===== config.mk =====
export PLATFORM = sky130hd
export DESIGN_NAME = led_mode_sequencer_flat
export DESIGN_NICKNAME = d
export VERILOG_FILES = /design/src/rtl/led_mode_sequencer_if.sv /design/src/rtl/led_mode_sequencer.sv /design/src/flat_wrapper.sv
export SDC_FILE = /design/constraint.sdc
export NUM_CORES = 1
export LEC_CHECK = 0
export CORE_ASPECT_RATIO = 1.75
export CORE_UTILIZATION = 55
export DETAILED_ROUTE_END_ITERATION = 12
export PLACE_DENSITY = 0.88
export SLEW_MARGIN = 20
export SYNTH_ARGS = -nofsm -noshare
export SYNTH_HDL_FRONTEND = slang
export SYNTH_SLANG_ARGS = --single-unit

===== constraint.sdc =====
create_clock -name clk -period 5.8 [get_ports clk]
set_clock_uncertainty 0.1 [all_clocks]
set_input_delay 0.87 -clock clk [delete_from_list [all_inputs] [get_ports clk]]
set_output_delay 0.87 -clock clk [all_outputs]
set_load 0.005 [all_outputs]

===== src/rtl/led_mode_sequencer_if.sv =====
`default_nettype none
// ============================================================================
// Module      : led_mode_sequencer_if
// Description : Control, table-write and timer handshake bundle for the LED
//               mode sequencer.
// Revision    : 1.0 - initial release
// ============================================================================
interface led_mode_sequencer_if #(
    parameter int IDX_W = 2,
    parameter int TW    = 27
);
    logic             start;
    logic             stop;
    logic             hold;
    logic             loop;
    logic             cfg_we;
    logic [IDX_W-1:0] cfg_addr;
    logic [TW-1:0]    cfg_data;
    logic             fc;
    logic [TW-1:0]    tm_value;
    logic             count_en;
    logic [IDX_W-1:0] mode_idx;
    logic             busy;
    logic             mode_chg;
    logic             seq_done;

    modport master (
        output start, stop, hold, loop, cfg_we, cfg_addr, cfg_data, fc,
        input  tm_value, count_en, mode_idx, busy, mode_chg, seq_done
    );

    modport slave (
        input  start, stop, hold, loop, cfg_we, cfg_addr, cfg_data, fc,
        output tm_value, count_en, mode_idx, busy, mode_chg, seq_done
    );
endinterface
`default_nettype wire


===== src/rtl/led_mode_sequencer.sv =====
`default_nettype none
// ============================================================================
// Module      : led_mode_sequencer
// Description : Steps the interval timer through a programmable table of
//               display-mode durations, advancing on each fc pulse.
// Revision    : 1.0 - initial release
// ============================================================================
module led_mode_sequencer #(
    parameter int NUM_MODES   = 4,
    parameter int IDX_W       = 2,
    parameter int TW          = 27,
    parameter int DEFAULT_DUR = 50_000_000
) (
    input  wire logic           clk,
    input  wire logic           rst,
    led_mode_sequencer_if.slave seq_if
);
    localparam logic [1:0]       c_IDLE  = 2'd0;
    localparam logic [1:0]       c_LOAD  = 2'd1;
    localparam logic [1:0]       c_RUN   = 2'd2;
    localparam logic [1:0]       c_PAUSE = 2'd3;

    localparam logic [IDX_W-1:0] c_LAST_IDX    = IDX_W'(NUM_MODES - 1);
    localparam logic [IDX_W:0]   c_SKIP_LIMIT  = (IDX_W + 1)'(NUM_MODES);
    localparam logic [TW-1:0]    c_DEFAULT_DUR = TW'(DEFAULT_DUR);

    logic [1:0]       r_state;
    logic [IDX_W-1:0] r_mode_idx;
    logic [IDX_W:0]   r_skip_cnt;
    logic [TW-1:0]    r_tm_value;
    logic             r_count_en;
    logic             r_mode_chg;
    logic             r_seq_done;
    logic [TW-1:0]    r_slots [NUM_MODES];

    logic [TW-1:0]    w_cur_dur;
    logic             w_at_last;
    logic [IDX_W-1:0] w_next_idx;
    logic [IDX_W:0]   w_skip_next;
    logic             w_cfg_addr_ok;

    assign w_cur_dur   = r_slots[r_mode_idx];
    assign w_at_last   = (r_mode_idx == c_LAST_IDX);
    assign w_next_idx  = w_at_last ? '0 : r_mode_idx + 1'b1;
    assign w_skip_next = r_skip_cnt + 1'b1;

    // Only a table that does not fill the address space needs a range guard.
    generate
        if (NUM_MODES < (1 << IDX_W)) begin : g_addr_guard
            assign w_cfg_addr_ok = (seq_if.cfg_addr < IDX_W'(NUM_MODES));
        end else begin : g_addr_full
            assign w_cfg_addr_ok = 1'b1;
        end
    endgenerate

    always_ff @(posedge clk) begin
        if (!rst) begin
            r_state    <= c_IDLE;
            r_mode_idx <= '0;
            r_skip_cnt <= '0;
            r_tm_value <= '0;
            r_count_en <= 1'b0;
            r_mode_chg <= 1'b0;
            r_seq_done <= 1'b0;
            for (int i = 0; i < NUM_MODES; i++) begin
                r_slots[i] <= c_DEFAULT_DUR;
            end
        end else begin
            r_mode_chg <= 1'b0;
            r_seq_done <= 1'b0;

            // LOAD reads the pre-write value, so a same-cycle write lands next pass.
            if (seq_if.cfg_we && w_cfg_addr_ok) begin
                r_slots[seq_if.cfg_addr] <= seq_if.cfg_data;
            end

            if (seq_if.stop) begin
                r_state    <= c_IDLE;
                r_count_en <= 1'b0;
            end else begin
                case (r_state)
                    c_IDLE: begin
                        r_count_en <= 1'b0;
                        if (seq_if.start) begin
                            r_state    <= c_LOAD;
                            r_mode_idx <= '0;
                            r_skip_cnt <= '0;
                        end
                    end

                    c_LOAD: begin
                        if (w_cur_dur != '0) begin
                            r_tm_value <= w_cur_dur;
                            r_count_en <= 1'b1;
                            r_mode_chg <= 1'b1;
                            r_state    <= c_RUN;
                        end else if ((w_skip_next == c_SKIP_LIMIT) ||
                                     (w_at_last && !seq_if.loop)) begin
                            r_state    <= c_IDLE;
                            r_seq_done <= 1'b1;
                        end else begin
                            r_skip_cnt <= w_skip_next;
                            r_mode_idx <= w_next_idx;
                        end
                    end

                    c_RUN: begin
                        if (seq_if.fc) begin
                            r_count_en <= 1'b0;
                            if (w_at_last && !seq_if.loop) begin
                                r_state    <= c_IDLE;
                                r_seq_done <= 1'b1;
                            end else begin
                                r_state    <= c_LOAD;
                                r_mode_idx <= w_next_idx;
                                r_skip_cnt <= '0;
                            end
                        end else if (seq_if.hold) begin
                            r_state    <= c_PAUSE;
                            r_count_en <= 1'b0;
                        end
                    end

                    c_PAUSE: begin
                        if (!seq_if.hold) begin
                            r_state    <= c_RUN;
                            r_count_en <= 1'b1;
                        end
                    end

                    default: begin
                        r_state    <= c_IDLE;
                        r_count_en <= 1'b0;
                    end
                endcase
            end
        end
    end

    assign seq_if.tm_value = r_tm_value;
    assign seq_if.count_en = r_count_en;
    assign seq_if.mode_idx = r_mode_idx;
    assign seq_if.busy     = (r_state != c_IDLE);
    assign seq_if.mode_chg = r_mode_chg;
    assign seq_if.seq_done = r_seq_done;
endmodule
`default_nettype wire

===== src/flat_wrapper.sv =====
// flat-port wrapper written by rule: the top's interface ports become plain ports
module led_mode_sequencer_flat 
#(
    parameter int NUM_MODES   = 4,
    parameter int IDX_W       = 2,
    parameter int TW          = 27,
    parameter int DEFAULT_DUR = 50_000_000
)
  (clk, rst, seq_if_start, seq_if_stop, seq_if_hold, seq_if_loop, seq_if_cfg_we, seq_if_cfg_addr, seq_if_cfg_data, seq_if_fc, seq_if_tm_value, seq_if_count_en, seq_if_mode_idx, seq_if_busy, seq_if_mode_chg, seq_if_seq_done);
  led_mode_sequencer_if #(.IDX_W(IDX_W), .TW(TW)) seq_if_i ();
  input  wire logic clk;
  input  wire logic rst;
  input wire logic [$bits(seq_if_i.start)-1:0] seq_if_start;
  input wire logic [$bits(seq_if_i.stop)-1:0] seq_if_stop;
  input wire logic [$bits(seq_if_i.hold)-1:0] seq_if_hold;
  input wire logic [$bits(seq_if_i.loop)-1:0] seq_if_loop;
  input wire logic [$bits(seq_if_i.cfg_we)-1:0] seq_if_cfg_we;
  input wire logic [$bits(seq_if_i.cfg_addr)-1:0] seq_if_cfg_addr;
  input wire logic [$bits(seq_if_i.cfg_data)-1:0] seq_if_cfg_data;
  input wire logic [$bits(seq_if_i.fc)-1:0] seq_if_fc;
  output wire logic [$bits(seq_if_i.tm_value)-1:0] seq_if_tm_value;
  output wire logic [$bits(seq_if_i.count_en)-1:0] seq_if_count_en;
  output wire logic [$bits(seq_if_i.mode_idx)-1:0] seq_if_mode_idx;
  output wire logic [$bits(seq_if_i.busy)-1:0] seq_if_busy;
  output wire logic [$bits(seq_if_i.mode_chg)-1:0] seq_if_mode_chg;
  output wire logic [$bits(seq_if_i.seq_done)-1:0] seq_if_seq_done;
  assign seq_if_i.start = seq_if_start;
  assign seq_if_i.stop = seq_if_stop;
  assign seq_if_i.hold = seq_if_hold;
  assign seq_if_i.loop = seq_if_loop;
  assign seq_if_i.cfg_we = seq_if_cfg_we;
  assign seq_if_i.cfg_addr = seq_if_cfg_addr;
  assign seq_if_i.cfg_data = seq_if_cfg_data;
  assign seq_if_i.fc = seq_if_fc;
  assign seq_if_tm_value = seq_if_i.tm_value;
  assign seq_if_count_en = seq_if_i.count_en;
  assign seq_if_mode_idx = seq_if_i.mode_idx;
  assign seq_if_busy = seq_if_i.busy;
  assign seq_if_mode_chg = seq_if_i.mode_chg;
  assign seq_if_seq_done = seq_if_i.seq_done;
  led_mode_sequencer #(.NUM_MODES(NUM_MODES), .IDX_W(IDX_W), .TW(TW), .DEFAULT_DUR(DEFAULT_DUR)) u_core (.clk(clk), .rst(rst), .seq_if(seq_if_i));
endmodule

==> results of run 1 <==
[cell type report]
cell class,count,share of cell area
multi-input combinational,306,0.3112
clock inverter,14,0.01899
inverter,5,0.002316
sequential,147,0.4964
timing repair buffer,81,0.09571
clock buffer,18,0.05418
tap,137,0.02115
[cell families (layout without fill, tap and decap cells)]
family | count (synthesis) | in the layout | synth area share
multiplexers | 58 | 58 | 0.1433
adder cells (fa/ha/maj) | 8 | 8 | 0.01489
AO/OA/AOI/OAI | 27 | 27 | 0.03052
flip-flops | 147 | 147 | 0.5985
AND/OR/NAND/NOR | 212 | 212 | 0.1818
buffers and inverters | 34 | 118 | 0.02959
XOR/XNOR | 1 | 1 | 0.001303
[flip-flops by register name (all words and copies together), names as in the netlist, named ones only]
signal,count
u_core.r_skip_cnt,3
u_core.r_state,2
u_core.seq_if.mode_idx,2
u_core.seq_if.tm_value,27
u_core.r_slots,108
u_core.seq_if.count_en,1
u_core.seq_if.mode_chg,1
u_core.seq_if.seq_done,1
[cell usage in the layout, fill, tap and decap left out, types with 5 or more instances in the layout]
cell type	count
mux2i_1	31
dfxtp_1	39
edfxtp_1	108
nand3_1	5
nand2_1	65
inv_1	5
clkdlybuf4s50_1	68
a21oi_1	5
mux4_2	15
buf_4	12
and2_1	46
clkbuf_16	17
and3_1	16
ha_1	8
mux4_1	12
or2_2	12
nand2b_1	40
[worst max-delay path, stage by stage, from the launching register on]
cell and delay (ps):
dfxtp_1 790, buf_4 430, mux4_1 650, nor4_1 570
nand4_1 400, o32ai_4 520, mux2i_1 240
[per-layer routing]
layer  vias up  share of wire
li1       1934              -
met1      2141           0.36
met2       170           0.56
met3        43          0.041
met4         0          0.044
met5         -              0
[path summary, 6_finish.rpt]
path / to / cells past startpoint / slack [ps]
worst max register to register: u_core.seq_if.mode_idx[0] / 6 / 2020
worst min-delay path: u_core.seq_if.count_en / 2 / 350
worst max-delay path: u_core.seq_if.mode_idx[0] / 6 / 2020
worst min register to register: u_core.seq_if.count_en / 2 / 350
[power by group through the flow]
stage / registers (mW) / clock network, mW / logic, mW
2_1_floorplan: 1.23 / 0 / 0.107
3_3_place_gp: 1.23 / 0 / 0.177
3_5_place_dp: 1.24 / 0 / 0.184
4_1_cts: 1.22 / 1.09 / 0.187
5_1_grt: 1.22 / 1.13 / 0.199
6_report: 1.22 / 1.08 / 0.188
==> flow_summary.toml, run 1 <==
[clock_tree]
insertion_delay_ps = 410
cts_buffers = 17
cts_sinks = 147
post-cts-setup-buffers = 0
cts_max_path_buffers = 2
clkTransAtPathRegs_ps = 60
cts_tree = "built"
cts_resized = 0
htreeDepth = 4
cts_hold_buffers = 0
cts_root_buf = "clkbuf_16"

[logic_synthesis]
synthTopCellsByCount = "edfxtp_1, nand2_1, and2_1"
ys_seq_area_frac = 0.5985
yosysTopAreaCell = "edfxtp_1"
synth.top_cell.area_share = 0.4824
syn_inst = 487
synth.area.top_cells = "edfxtp_1, dfxtp_1, mux4_2"
yosysMostFrequentCell = "edfxtp_1"
syn_avg_cell_area_um2 = 13.80
ys_ff_latch = 147
syn_area_um2 = 6723
yosysWarnings = 0
syn_nets = 532
synth_edf_count = 108
ys_async_sr_fraction = 0
yosysUniqueCellTypes = 50
synth_ff_type = "edfxtp_1"

[sta]
fin_crit_ps = 3781
max_freq_ghz = 0.2645
slew_headroom = 0.4571
rsz0062_at_grt = "false"
period_share = 0.6519
finalMaxSlewViolations = 0
finalSetupViolations = 0
worstMarginPinSlew_ps = 814.4
hold_violations = 0
fin_setup_tns_ps = 0
worst_slack_ps = 2019
whs_ps = 353.9

[pwr]
ir_drop_uv = 201.1
intPower_mw = 1.932
power.net_switching_mw = 0.5580
clkPwrFrac = 0.435
sequentialPowerShare = 0.490
p_leak_nw = 2.812
swShare = 0.2241
p_total_mw = 2.490
pwr-share-comb = 0.075
cellPowerDensity_nw_per_um2 = 307.2

[place]
dp_cells = 676
gp_congestion = 0.8303
dpl_cell_area_um2 = 7512
io_buffers = 69
place_ws_ps = 1956
dp_hpwl_um = 10070

[floorplanning]
die-height_um = 148.3
die_w_um = 85.58
start_util = 0.5632
core_region_area_um2 = 11940
ios = 70
die_area_um2 = 12690
rows = 53

[global_route]
antenna_found_initial = 0
grt_pass1_vias = 4466
track_usage = 0.2548
grt_use_met2 = 0.4624
met1_usage = 0.2742
grt_pass1_wl_um = 23720
busiest_layer = "met2"
grt_use_met3 = 0.04440
grt.overflow.total = 0
grt_max_degree = 89

[worst_setup_path]
start_kind = "flop"
crit_fanout = 16
setup.worst_path.class = "reg -> reg"
cp_data_arrival_time_ps = 4020
crit_required_ps = 6040
critPathCaptureType = "flop"

[cells_and_area]
nets = 603
layout-drive-gt1-share = 0.1454
multi_input_area_um2 = 2522
seqCellArea_um2 = 4024
n_antenna_cell = 0
syn_to_final_growth_pct = 20.57
nFillCells = 797
layout.cells.non_filler = 708
stdcell_area_um2 = 8105
post-route-util = 0.6790

[status]
outcome = "complete, no violations"

[drt]
wl_per_cell_um = 21.42
drc = 0
finalWirelength_um = 15170
drt_pass1_iterations = 5
num_vias = 4288
antenna_left = 0
drtIter0Drc = 262
vias_per_cell = 6.056

[worst_hold_path]
hp-class = "reg -> reg"
min_from = "u_core.seq_if.count_en"

[job]
max_cap_viol_count = 0
(Power assumes the default switching activity.)
==> run 2, diff against run 1 <==
CORE_UTILIZATION = 51   (was 55)
PLACE_DENSITY = 0.86   (was 0.88)
clock period = 3.47 ns   (was 5.8 ns; I/O delays follow)
==> run 2 against run 1 <==
  * Routed wire length fell by 3.1%
  * Register-to-register slack got worse by 1500 ps
  * Cell count increased by 5.2%
  * Non-clock buffer count grew 4
  * Critical path type unchanged
  * Total power is 70% higher
  * Cell area up 1.3%
  * Worst hold slack worse by 12 ps
  * Count of clock-buffer cells in the layout unchanged
  * Clock power grew 75%
  * Via count shrank 1.1%
  * Critical path depth did not move
  * Core utilization is 4.1 points lower
==> flow_summary.toml, run 2 (synthesis gave the netlist of run 1 again) <==
[sta]
max_freq_ghz = 0.3342
rsz0062_at_grt = "false"
worstMarginPinSlew_ps = 564.2
whs_ps = 341.6
worst_slack_ps = 477.6
fin_crit_ps = 2992
hold_violations = 0
finalSetupViolations = 0
finalMaxSlewViolations = 0
period_share = 0.8624
fin_setup_tns_ps = 0
slew_headroom = 0.6230

[clock_tree]
cts_tree = "built"
cts_hold_buffers = 0
cts_max_path_buffers = 2
cts_resized = 0
clkTransAtPathRegs_ps = 60
htreeDepth = 4
cts_root_buf = "clkbuf_16"
cts_sinks = 147
cts_buffers = 17
post-cts-setup-buffers = 0
insertion_delay_ps = 420

[worst_setup_path]
setup.worst_path.class = "reg -> reg"
critPathCaptureType = "flop"
crit_fanout = 27
slowest_delay_ps = 650
critPathSlowestCell = "mux4_1"
crit_chain = "buf_12 -> mux4_1 -> nor4_1 -> nand4_1 -> o32ai_4 -> mux2i_1"
crit_required_ps = 3710
start_kind = "flop"
cp_data_arrival_time_ps = 3230

[pwr]
p_total_mw = 4.236
p_leak_nw = 2.841
ir_drop_uv = 326.3
cellPowerDensity_nw_per_um2 = 515.8

[place]
dp_hpwl_um = 9775
dp_cells = 714
place_ws_ps = 541.6
io_buffers = 69
dpl_cell_area_um2 = 7597
gp_congestion = 0.9036

[global_route]
antenna_found_initial = 0
grt_pass1_wl_um = 22990
grt_pass1_vias = 4475
grt.overflow.total = 0
track_usage = 0.2337
grt_max_degree = 39

[job]
max_cap_viol_count = 0

[drt]
wl_per_cell_um = 19.73
finalWirelength_um = 14700
vias_per_cell = 5.694
drc = 0
drtIter0Drc = 271
antenna_left = 0
num_vias = 4242
drt_pass1_iterations = 5

[cells_and_area]
nets = 607
syn_to_final_growth_pct = 22.17
layout-drive-gt1-share = 0.1481
largest_reg_flops = 108
seqCellArea_um2 = 4024
final_common_cell = "edfxtp_1"
final_cell_mix = "edfxtp_1, clkdlybuf4s50_1, nand2_1"
n_antenna_cell = 0
stdcell_area_um2 = 8213
regMostFlops = "u_core.r_slots"
post-route-util = 0.6382
nFillCells = 904
multi_input_area_um2 = 2522
layout.cells.non_filler = 745

[floorplanning]
die_w_um = 88.79
core_region_area_um2 = 12870
die_area_um2 = 13660
rows = 55
start_util = 0.5224
die-height_um = 153.9
ios = 70

[worst_hold_path]
hp-class = "reg -> reg"

[status]
outcome = "complete, no violations"
## run 2: worst max-delay path: cells and delay by family, from the launching register on
| kind | cells | cell delay, ps |
|---|---|---|
| compound gates | 1 | 520 |
| buf+inv | 1 | 230 |
| flops | 1 | 360 |
| mux | 2 | 910 |
| simple gates | 2 | 770 |
## run 2: where the power goes
group          switching, mW  internal (mW)
registers             0.0334           2.00
logic                  0.167          0.150
clock network          0.691           1.20
total                  0.892           3.34
## run 2: worst paths after layout
check	from	to	slack, ps	cells past startpoint
worst min register to register	u_core.seq_if.count_en	u_core.seq_if.count_en	340	2
worst max-delay path	flop	flop	480	6
worst min-delay path	u_core.seq_if.count_en	u_core.seq_if.count_en	340	2
worst max register to register	flop	flop	480	6
## run 2: per-layer routing
layer  up-vias  part of all wire  track usage
met2       181              0.54       0.4073
met3        42             0.056      0.05475
met5         -                 0            0
li1       1944                 -            -
met4         0             0.036       0.1198
met1      2075              0.37       0.2583
## run 2: layout make-up
cell class,count,share of cell area
sequential,147,0.4899
multi-input combinational,306,0.3071
timing repair buffer,85,0.09963
clock buffer,18,0.05225
tap,171,0.02605
clock inverter,13,0.02270
inverter,5,0.002285
